`src/rtl/axis_arb_pkg.sv`:
```
// axis_arb_pkg: shared types and helpers for the AXIS round-robin arbiter.
// Contents: arb_state_t FSM encoding, idx_w() grant-index width helper.
package axis_arb_pkg;

  typedef enum logic {
    ARB_IDLE = 1'b0,
    ARB_BUSY = 1'b1
  } arb_state_t;

  // Width of a source index; never below 1 so NUM_S=1 still has a port.
  function automatic int idx_w(input int n);
    return (n <= 2) ? 1 : $clog2(n);
  endfunction

endpackage

```
`src/rtl/axis_rr_arbiter_pick.sv`:
```
// rr_arb_pick: combinational round-robin pick of the next requester after last.
// Ports: req[NUM_S] requests, last previous winner -> any, idx winner.
module rr_arb_pick
  import axis_arb_pkg::*;
#(
  parameter  int NUM_S = 4,
  localparam int IDX_W = idx_w(NUM_S)
) (
  input  logic [NUM_S-1:0] req,
  input  logic [IDX_W-1:0] last,
  output logic             any,
  output logic [IDX_W-1:0] idx
);

  int w_best_d;
  int w_d;

  // Distance of source i from last+1, wrapped explicitly modulo NUM_S.
  // The requester with the smallest distance wins.
  always_comb begin
    w_best_d = NUM_S;
    w_d      = 0;
    idx      = '0;
    for (int i = 0; i < NUM_S; i++) begin
      w_d = i - int'(last) - 1;
      if (w_d < 0) begin
        w_d = w_d + NUM_S;
      end
      if (req[i] && (w_d < w_best_d)) begin
        w_best_d = w_d;
        idx      = IDX_W'(i);
      end
    end
  end

  assign any = |req;

endmodule

```
`src/rtl/axis_rr_arbiter.sv`:
```
// axis_rr_arbiter: packet-level round-robin AXI4-Stream arbiter/mux.
// Ports: aclk, areset_n; s_* (NUM_S sources); m_* (one sink); m_tid with AXIS_ARB_TID_EN.
module axis_rr_arbiter
  import axis_arb_pkg::*;
#(
  parameter  int NUM_S      = 4,
  parameter  int DATA_WIDTH = 8,
  localparam int KEEP_W     = DATA_WIDTH / 8,
  localparam int IDX_W      = idx_w(NUM_S)
) (
  input  logic                         aclk,
  input  logic                         areset_n,
  input  logic [NUM_S-1:0]             s_tvalid,
  output logic [NUM_S-1:0]             s_tready,
  input  logic [NUM_S*DATA_WIDTH-1:0]  s_tdata,
  input  logic [NUM_S*KEEP_W-1:0]      s_tkeep,
  input  logic [NUM_S-1:0]             s_tlast,
  output logic                         m_tvalid,
  input  logic                         m_tready,
  output logic [DATA_WIDTH-1:0]        m_tdata,
  output logic [KEEP_W-1:0]            m_tkeep,
  output logic                         m_tlast
`ifdef AXIS_ARB_TID_EN
  ,
  output logic [IDX_W-1:0]             m_tid
`endif
);

  arb_state_t r_state;
  arb_state_t w_state_nxt;

  logic [IDX_W-1:0] r_grant;
  logic [IDX_W-1:0] r_last;
  logic [IDX_W-1:0] w_grant_nxt;
  logic [IDX_W-1:0] w_last_nxt;

  logic             w_pick_any;
  logic [IDX_W-1:0] w_pick_idx;

  logic                  w_busy;
  logic                  w_eop;
  logic                  w_sel_valid;
  logic                  w_sel_last;
  logic [DATA_WIDTH-1:0] w_sel_data;
  logic [KEEP_W-1:0]     w_sel_keep;

  rr_arb_pick #(
    .NUM_S (NUM_S)
  ) u_pick (
    .req  (s_tvalid),
    .last (r_last),
    .any  (w_pick_any),
    .idx  (w_pick_idx)
  );

  always_ff @(posedge aclk or negedge areset_n) begin
    if (!areset_n) begin
      r_state <= ARB_IDLE;
      r_grant <= '0;
      r_last  <= IDX_W'(NUM_S - 1);
    end else begin
      r_state <= w_state_nxt;
      r_grant <= w_grant_nxt;
      r_last  <= w_last_nxt;
    end
  end

  always_comb begin
    w_state_nxt = r_state;
    w_grant_nxt = r_grant;
    w_last_nxt  = r_last;
    unique case (r_state)
      ARB_IDLE: begin
        if (w_pick_any) begin
          w_state_nxt = ARB_BUSY;
          w_grant_nxt = w_pick_idx;
        end
      end
      ARB_BUSY: begin
        if (w_eop) begin
          w_state_nxt = ARB_IDLE;
          w_last_nxt  = r_grant;
        end
      end
    endcase
  end

  // Source mux follows r_grant in every state, so reset shows source 0.
  always_comb begin
    w_sel_valid = s_tvalid[0];
    w_sel_last  = s_tlast[0];
    w_sel_data  = s_tdata[0 +: DATA_WIDTH];
    w_sel_keep  = s_tkeep[0 +: KEEP_W];
    for (int i = 0; i < NUM_S; i++) begin
      if (r_grant == IDX_W'(i)) begin
        w_sel_valid = s_tvalid[i];
        w_sel_last  = s_tlast[i];
        w_sel_data  = s_tdata[i*DATA_WIDTH +: DATA_WIDTH];
        w_sel_keep  = s_tkeep[i*KEEP_W +: KEEP_W];
      end
    end
  end

  always_comb begin
    w_busy   = (r_state == ARB_BUSY);
    m_tvalid = w_busy & w_sel_valid;
    m_tdata  = w_sel_data;
    m_tkeep  = w_sel_keep;
    m_tlast  = w_sel_last;
    s_tready = '0;
    for (int i = 0; i < NUM_S; i++) begin
      s_tready[i] = w_busy & m_tready & (r_grant == IDX_W'(i));
    end
    w_eop = m_tvalid & m_tready & w_sel_last;
  end

`ifdef AXIS_ARB_TID_EN
  assign m_tid = w_busy ? r_grant : '0;
`endif

endmodule
```
`config.mk`:
```
export PLATFORM = sky130hd
export DESIGN_NAME = axis_rr_arbiter
export DESIGN_NICKNAME = d
export VERILOG_FILES = /design/src/rtl/axis_arb_pkg.sv /design/src/rtl/axis_rr_arbiter_pick.sv /design/src/rtl/axis_rr_arbiter.sv
export SDC_FILE = /design/constraint.sdc
export NUM_CORES = 1
export LEC_CHECK = 0
export ABC_AREA = 0
export CAP_MARGIN = 30
export CORE_ASPECT_RATIO = 1.1
export CORE_MARGIN = 10
export CORE_UTILIZATION = 54
export CTS_BUF_LIST = sky130_fd_sc_hd__clkbuf_16
export CTS_CLUSTER_SIZE = 24
export DETAILED_ROUTE_END_ITERATION = 10
export GPL_ROUTABILITY_DRIVEN = 1
export GPL_TIMING_DRIVEN = 0
export PLACE_DENSITY = 0.83
export SETUP_SLACK_MARGIN = 0.5
export SYNTH_ARGS = -nofsm -noshare
export SYNTH_HDL_FRONTEND = slang
export SYNTH_SLANG_ARGS = --single-unit
```
`constraint.sdc`:
```
create_clock -name aclk -period 8.6 [get_ports aclk]
set_input_delay 1.72 -clock aclk [delete_from_list [all_inputs] [get_ports aclk]]
set_output_delay 1.72 -clock aclk [all_outputs]
set_load 0.05 [all_outputs]
```
==> flow_metrics.tcl, run 1 <==
set metrics [dict create \
    layout_cells_sized_above_1 0.118 \
    grt_pass1_wl_um 14700 \
    number_of_cells_on_the_worst_hold_path 2 \
    min_period_ps 7940 \
    cpPeakStageDelay_ps 570 \
    cell_area_after_synthesis_um2 3040 \
    post-route-drc-count 0 \
    worst_ir_drop_vdd_mv 0.261 \
    finalCritPeriodShare 0.923 \
    synth.top_cells.by_area "sky130_fd_sc_hd__ha_1 (39%), sky130_fd_sc_hd__mux4_2 (8.1%), sky130_fd_sc_hd__a21oi_1 (4.1%)" \
    synth_cells 344 \
    post_synth.cell_area_avg_um2 8.85 \
    setup-violations-final 0 \
    insertion_delay_ps 230 \
    worst-slew-pin-transition_ps 864 \
    die_y_um 98.7 \
    drt-wirelength-per-cell_um 17.1 \
    synth.ff_latch_count 5 \
    worstReg2RegStart "r_last[0]" \
    clockBufferDepth 2 \
    flow.area_growth_from_synthesis_pct 33.4 \
    htreeDepth 1 \
    timing.slew.headroom 0.417 \
    first_global_vias 3073 \
    routed_wirelength_um 9000 \
    clock_skew_ps 1.38 \
    cts-hold-fix-buffers 0 \
    synth-edff-count 0 \
    grt_max_degree 20 \
    postRouteAntennaNets 0 \
    cells_on_worst_reg2reg_path 28 \
    hold_removal_path_class "reg -> reg" \
    power.density_nw_per_um2 371 \
    critical-path-top-cell-by-count "sky130_fd_sc_hd__ha_1" \
    asyncSetResetFlopFracSynth 1.00 \
    multi_input_area_um2 2940 \
    rsz0062_at_grt "no" \
    fillerInstances 411 \
    final-max-slew-violation-count 0 \
    route.vias.total 3101 \
    diodes 0 \
    die_w_um 91.6 \
    dpl.hpwl_um 7510 \
    crit_slowest_cell "sky130_fd_sc_hd__or4_1" \
    netlist.area_leader.share 0.395 \
    via_per_inst 5.91 \
    critPathCaptureType "flip-flop" \
    timing.final.hold_violations 0 \
    yosysUniqueCellTypes 57 \
    post-synth-top-area-cell "sky130_fd_sc_hd__ha_1" \
    fp.dieArea_um2 9040 \
    max_freq_mhz 126 \
    synth.yosys.seq_area_share 0.0419 \
    finalNetCount 596 \
    hold_ws_ps 544 \
    clk_pin_slew_ps 30 \
    cts_tree "done" \
    min_from "r_last[1]" \
    post-route-cell-area_um2 4060 \
    starting_density_of_the_core 0.560 \
    clock_sink_count 5 \
    dpl_cell_area_um2 3880 \
    path_max_fanout 10 \
    grt_antenna_before_repair 0 \
    worst_ep_arrival_time_ps 8040 \
    synth_flop_cell "sky130_fd_sc_hd__dfrtp_1" \
    number_of_search_and_repair_iterations_in_the_first_detailed_routing_pass 5 \
    worst_r2r_endpoint "r_grant[0]" \
    leakage_nw 1.90 \
    portBuffers 61 \
    leftover_overflow_at_the_end_of_global_routing 0 \
    critical_path_class "in -> reg" \
    status "finished clean" \
    floorplan.io_pins 62 \
    max-cap-violations 0 \
    ys_warn_count 0 \
    numCtsBuffers 3 \
    hold_path_end "r_last[1]" \
    finalWeightedCongestion 0.906 \
    groute.usage.overall 0.190 \
    clock_tree.root_cell "sky130_fd_sc_hd__clkbuf_16" \
    sequential_cell_area_um2 128 \
    setup.worst_path.start_class "input port" \
    core.rowCount 28 \
    detailedRoute.firstIterationViolations 233 \
    critical_path_required_ps 8700 \
    worst-r2r-setup-slack_ps 1320 \
    core_area_um2 5430 \
]
-- registers in the layout (all words and copies together), names as in the netlist --
name / cells
r_last: 2
r_grant: 2
r_state: 1
-- how the worst max path moves through the flow --
| stage | from | to | slack (ps) | cells past startpoint |
|---|---|---|---|---|
| 3_5_place_dp | s_tvalid[0] | r_grant[0] | -280 | 29 |
| 5_1_grt | s_tvalid[0] | r_grant[0] | 440 | 31 |
| 2_1_floorplan | s_tvalid[0] | r_grant[0] | 1140 | 29 |
| 4_1_cts | s_tvalid[0] | r_grant[0] | 520 | 29 |
| 3_3_place_gp | s_tvalid[0] | r_grant[0] | -270 | 29 |
| 6_report | s_tvalid[0] | r_grant[0] | 660 | 29 |
-- where the power goes --
part	total, mW	switching (mW)	internal (mW)
Combinational	1.38	0.759	0.616
Sequential	0.0576	0.0189	0.0388
Clock	0.0747	0.0146	0.0601
Total	1.51	0.793	0.715
-- metal layers --
metal / part of all wire / track usage
met1: 0.40 / 0.211
met2: 0.55 / 0.367
met3: 0.042 / 0.0228
met4: 0.014 / 0.0495
met5: 0 / 0
-- kinds of logic (layout without fill, tap and decap cells) --
group | count (synthesis) | count (layout) | share of synthesized area
AND/OR/NAND/NOR | 95 | 95 | 0.161
other | 2 | 37 | 0.00247
multiplexers | 19 | 19 | 0.117
XOR/XNOR | 1 | 1 | 0.00288
flip-flops | 5 | 5 | 0.0419
adder cells (fa/ha/maj) | 98 | 98 | 0.408
buffers and inverters | 34 | 105 | 0.0526
AO/OA/AOI/OAI | 90 | 90 | 0.214
-- stage by stage --
| stage | power, mW | std cells | util | setup slack (ps) | TNS [ps] |
|---|---|---|---|---|---|
| 2_1_floorplan | 1.00 | 379 | - | 1140 | 0 |
| 3_3_place_gp | 1.25 | 515 | 0.714 | -272 | -272 |
| 3_5_place_dp | 1.29 | 515 | 0.714 | -279 | -279 |
| 4_1_cts | 1.41 | 522 | 0.736 | 525 | 0 |
| 5_1_grt | 1.63 | 525 | 0.747 | 440 | 0 |
| 6_report | 1.51 | 525 | 0.747 | 660 | 0 |
-- cells in the mapped netlist, types with 2 or more instances --
master                      instances
sky130_fd_sc_hd__nor3_1             5
sky130_fd_sc_hd__fa_1               2
sky130_fd_sc_hd__nand3_1            8
sky130_fd_sc_hd__nor2b_1            2
sky130_fd_sc_hd__a21o_1            10
sky130_fd_sc_hd__nand4_1           14
sky130_fd_sc_hd__a21oi_4            2
sky130_fd_sc_hd__o21a_1             5
sky130_fd_sc_hd__a21oi_1           25
sky130_fd_sc_hd__and2_1             2
sky130_fd_sc_hd__dfstp_2            2
sky130_fd_sc_hd__a211oi_1           5
sky130_fd_sc_hd__a31oi_1            6
sky130_fd_sc_hd__o21bai_1           2
sky130_fd_sc_hd__clkbuf_1           2
sky130_fd_sc_hd__mux2i_1            3
sky130_fd_sc_hd__mux4_2            11
sky130_fd_sc_hd__nand2_1           26
sky130_fd_sc_hd__a211o_1            2
sky130_fd_sc_hd__nor2_1            18
sky130_fd_sc_hd__o21a_4             2
sky130_fd_sc_hd__o21ai_0           10
sky130_fd_sc_hd__o221ai_1           3
sky130_fd_sc_hd__o2111ai_1          2
sky130_fd_sc_hd__a211oi_2           2
sky130_fd_sc_hd__and2_2             2
sky130_fd_sc_hd__dfrtp_1            3
sky130_fd_sc_hd__conb_1             2
sky130_fd_sc_hd__or4_1              4
sky130_fd_sc_hd__mux2i_4            2
sky130_fd_sc_hd__buf_6              4
sky130_fd_sc_hd__nor4_1             6
sky130_fd_sc_hd__inv_1             27
sky130_fd_sc_hd__mux2_2             3
sky130_fd_sc_hd__ha_1              96
sky130_fd_sc_hd__o211ai_1           3
-- repair_timing --
item	in CTS	in global routing
gates resized for setup	6	9
setup endpoints to repair	2	1
pin swaps	0	3
buffers inserted	3	3
gates cloned	0	0
-- area by class of cell --
type / instances / share of cell area
tap: 75 / 0.0231
multi-input combinational: 340 / 0.724
sequential: 5 / 0.0314
inverter: 28 / 0.0265
timing repair buffer: 67 / 0.161
clock inverter: 1 / 0.000925
buffer: 6 / 0.0139
clock buffer: 3 / 0.0185
-- critical path, delay by kind of cell --
family | cells | cell delay [ps]
simple gates | 9 | 2080
compound gates | 10 | 1810
mux | 3 | 910
buf+inv | 4 | 800
fa+ha+maj | 3 | 740
-- placed cells by master (no fill, tap or decap), drive strengths merged, types with 11 or more instances in the layout --
cell / Yosys / final
nand4: 14 / 14
nor2: 18 / 18
ha: 96 / 96
mux4: 11 / 11
clkdlybuf4s50: 0 / 60
nand2: 26 / 26
a21oi: 27 / 27
conb: 2 / 37
a21o: 11 / 11
inv: 28 / 29
(Power assumes the default switching activity.)
==> inputs of run 2 (changes only) <==
- ABC_AREA: 0 -> 1
- CORE_UTILIZATION: 54 -> 53
- SKIP_LAST_GASP: not set -> 1
==> run 2 against run 1 <==
  * Critical path depth increased by 8
  * Hold slack improved by 17 ps
  * Combinational power decreased by 7%
  * Count of clock-buffer cells in the layout did not move
  * Flip-flop and latch count unchanged
  * Global-route usage down 1.7 points
  * First-iteration DRC count fell by 61%
  * Core utilization decreased by 1.1 points
  * Largest cell class unchanged
==> flow_metrics.tcl, run 2 <==
set metrics [dict create \
    status "finished clean" \
    yosysUniqueCellTypes 34 \
    worstReg2RegStart "r_last[1]" \
    worst-slew-pin-transition_ps 669 \
    crit_slowest_cell "sky130_fd_sc_hd__clkdlybuf4s50_1" \
    max_freq_mhz 134 \
    max-cap-violations 0 \
    timing.slew.headroom 0.548 \
    core.rowCount 27 \
    postRouteAntennaNets 0 \
    dp_slack_ps 1080 \
    clockBufferDepth 2 \
    post_cts_resize_count 0 \
    sequential_cell_area_um2 128 \
    cts-hold-fix-buffers 0 \
    worst_ep_arrival_time_ps 7610 \
    via_per_inst 5.13 \
    ys_warn_count 0 \
    layout.cells.most_common_list "sky130_fd_sc_hd__nand2_1 (98), sky130_fd_sc_hd__ha_1 (96), sky130_fd_sc_hd__clkdlybuf4s50_1 (61), sky130_fd_sc_hd__inv_1 (46)" \
    hold_ws_ps 561 \
    post-synth-top-area-cell "sky130_fd_sc_hd__ha_1" \
    insertion_delay_ps 230 \
    critical_path_class "in -> reg" \
    post_synth.cell_area_avg_um2 6.80 \
    largestRegisters "r_grant x2, r_last x2, r_state x1" \
    min_from "r_last[1]" \
    route.vias.total 3027 \
    synth.ff_latch_count 5 \
    path_max_fanout 10 \
    detailedRoute.firstIterationViolations 91 \
    synth.top_cells.by_area "sky130_fd_sc_hd__ha_1 (42%), sky130_fd_sc_hd__nand2_1 (13%), sky130_fd_sc_hd__inv_1 (6.1%)" \
    power.density_nw_per_um2 379 \
    portBuffers 61 \
    fp.dieArea_um2 8700 \
    hold_removal_path_class "reg -> reg" \
    clock_sink_count 5 \
    min_period_ps 7460 \
    synth-edff-count 0 \
    critPathCaptureType "flip-flop" \
    layout_cells_sized_above_1 0.0425 \
    floorplan.io_pins 62 \
    netlist.area_leader.share 0.422 \
    core_area_um2 5100 \
    clock_skew_ps 0.981 \
    post-route-drc-count 0 \
    leakage_nw 1.99 \
    yosysMostFrequentCell "sky130_fd_sc_hd__nand2_1" \
    die_w_um 89.8 \
    critical-path-top-cell-by-count "sky130_fd_sc_hd__nand2_1" \
    grt_pass1_wl_um 13200 \
    routed_wirelength_um 8010 \
    critical_path_required_ps 8750 \
    synthTopCellsByCount "sky130_fd_sc_hd__nand2_1 (98), sky130_fd_sc_hd__ha_1 (96), sky130_fd_sc_hd__inv_1 (46), sky130_fd_sc_hd__nor2_1 (37), sky130_fd_sc_hd__a21oi_1 (34)" \
    post-cts-setup-buffers 0 \
    htreeDepth 1 \
    synth.yosys.seq_area_share 0.0449 \
    setup-tns-final_ps 0 \
    rsz0062_at_grt "no" \
    finalNetCount 664 \
    grt_antenna_before_repair 0 \
    dpl.hpwl_um 6700 \
    asyncSetResetFlopFracSynth 1.00 \
    leftover_overflow_at_the_end_of_global_routing 0 \
    flow.area_growth_from_synthesis_pct 32.1 \
    setup.worst_path.start "s_tvalid[0]" \
    diodes 0 \
    timing.final.hold_violations 0 \
    clock_tree.root_cell "sky130_fd_sc_hd__clkbuf_16" \
    setup.worst_path.start_class "input port" \
    multi_input_area_um2 2620 \
    cpPeakStageDelay_ps 590 \
    final-max-slew-violation-count 0 \
    starting_density_of_the_core 0.558 \
    numCtsBuffers 3 \
    final_critical_path_setup_slack_ps 1140 \
    fillerInstances 430 \
    first_global_vias 2851 \
    drt-wirelength-per-cell_um 13.6 \
    grt_max_degree 17 \
    cell_area_after_synthesis_um2 2840 \
    fin_util 0.736 \
    cts_tree "done" \
    synth_cells 418 \
    setup-violations-final 0 \
    finalCritPeriodShare 0.867 \
    synth_flop_cell "sky130_fd_sc_hd__dfrtp_1" \
    number_of_search_and_repair_iterations_in_the_first_detailed_routing_pass 4 \
    finalWeightedCongestion 0.899 \
    die_y_um 96.8 \
    leading_cell_type_in_the_layout_fill_and_taps_excluded "sky130_fd_sc_hd__nand2_1" \
    worst_ir_drop_vdd_mv 0.306 \
    clk_pin_slew_ps 30 \
    groute.usage.overall 0.173 \
]
run 2: worst max-delay path, delay by kind of cell:
| kind | cells | cell delay, ps |
|---|---|---|
| AND/OR/NAND/NOR | 22 | 2190 |
| adder cells (fa/ha/maj) | 3 | 930 |
| buffers and inverters | 5 | 1500 |
| AO/OA/AOI/OAI | 7 | 1240 |
run 2: path summary, 6_finish.rpt:
path	to	slack (ps)	cells past startpoint
max	r_grant[0]	1140	37
max reg2reg	r_grant[0]	2390	32
min reg2reg	r_last[1]	560	2
min in group asynchronous	r_state	1710	1
min	r_last[1]	560	2
max in group asynchronous	r_last[0]	6640	1
run 2: final cells by class:
class                           instances  share of cell area
Multi-Input combinational cell        389               0.697
Timing Repair Buffer                   61               0.163
Inverter                               53              0.0530
Sequential cell                         5              0.0340
Tap cell                               72              0.0240
Clock buffer                            3              0.0200
Buffer                                  6             0.00799
Clock inverter                          1             0.00133
run 2: metal layers:
metal,wire [um],up-vias,track usage
met4,94,0,0.0346
met1,3320,1359,0.190
met5,0,-,0
li1,-,1594,-
met2,4190,63,0.341
met3,408,11,0.0208
run 2: stage by stage:
stage	cells	total power [mW]	instance area, um^2
CTS	590	1.41	3760
detailed placement	586	1.33	3680
floorplan	453	1.01	2980
finish	590	1.42	3760
global placement	586	1.27	3680
global route	590	1.59	3760
run 2: report_power, final:
group	total (mW)	switching [mW]	internal (mW)
registers	0.0564	0.0175	0.0389
clock network	0.0768	0.0160	0.0608
logic	1.29	0.816	0.475
total	1.42	0.849	0.575
run 2: cells by family (layout without fill, tap and decap cells):
kind of cell | Yosys count | after routing | synth area share
compound gates | 86 | 86 | 0.183
xor+xnor | 1 | 1 | 0.00308
fa+ha+maj | 98 | 98 | 0.436
buf+inv | 59 | 124 | 0.0805
flops | 5 | 5 | 0.0449
other cells | 2 | 37 | 0.00264
simple gates | 167 | 167 | 0.249
==> inputs of run 3 (changes only) <==
- ABC_AREA: 1 -> 0
- CORE_UTILIZATION: 53 -> 54
==> results of run 3 <==
Same layout as run 1: the final DEF is identical, and so are final timing and power.
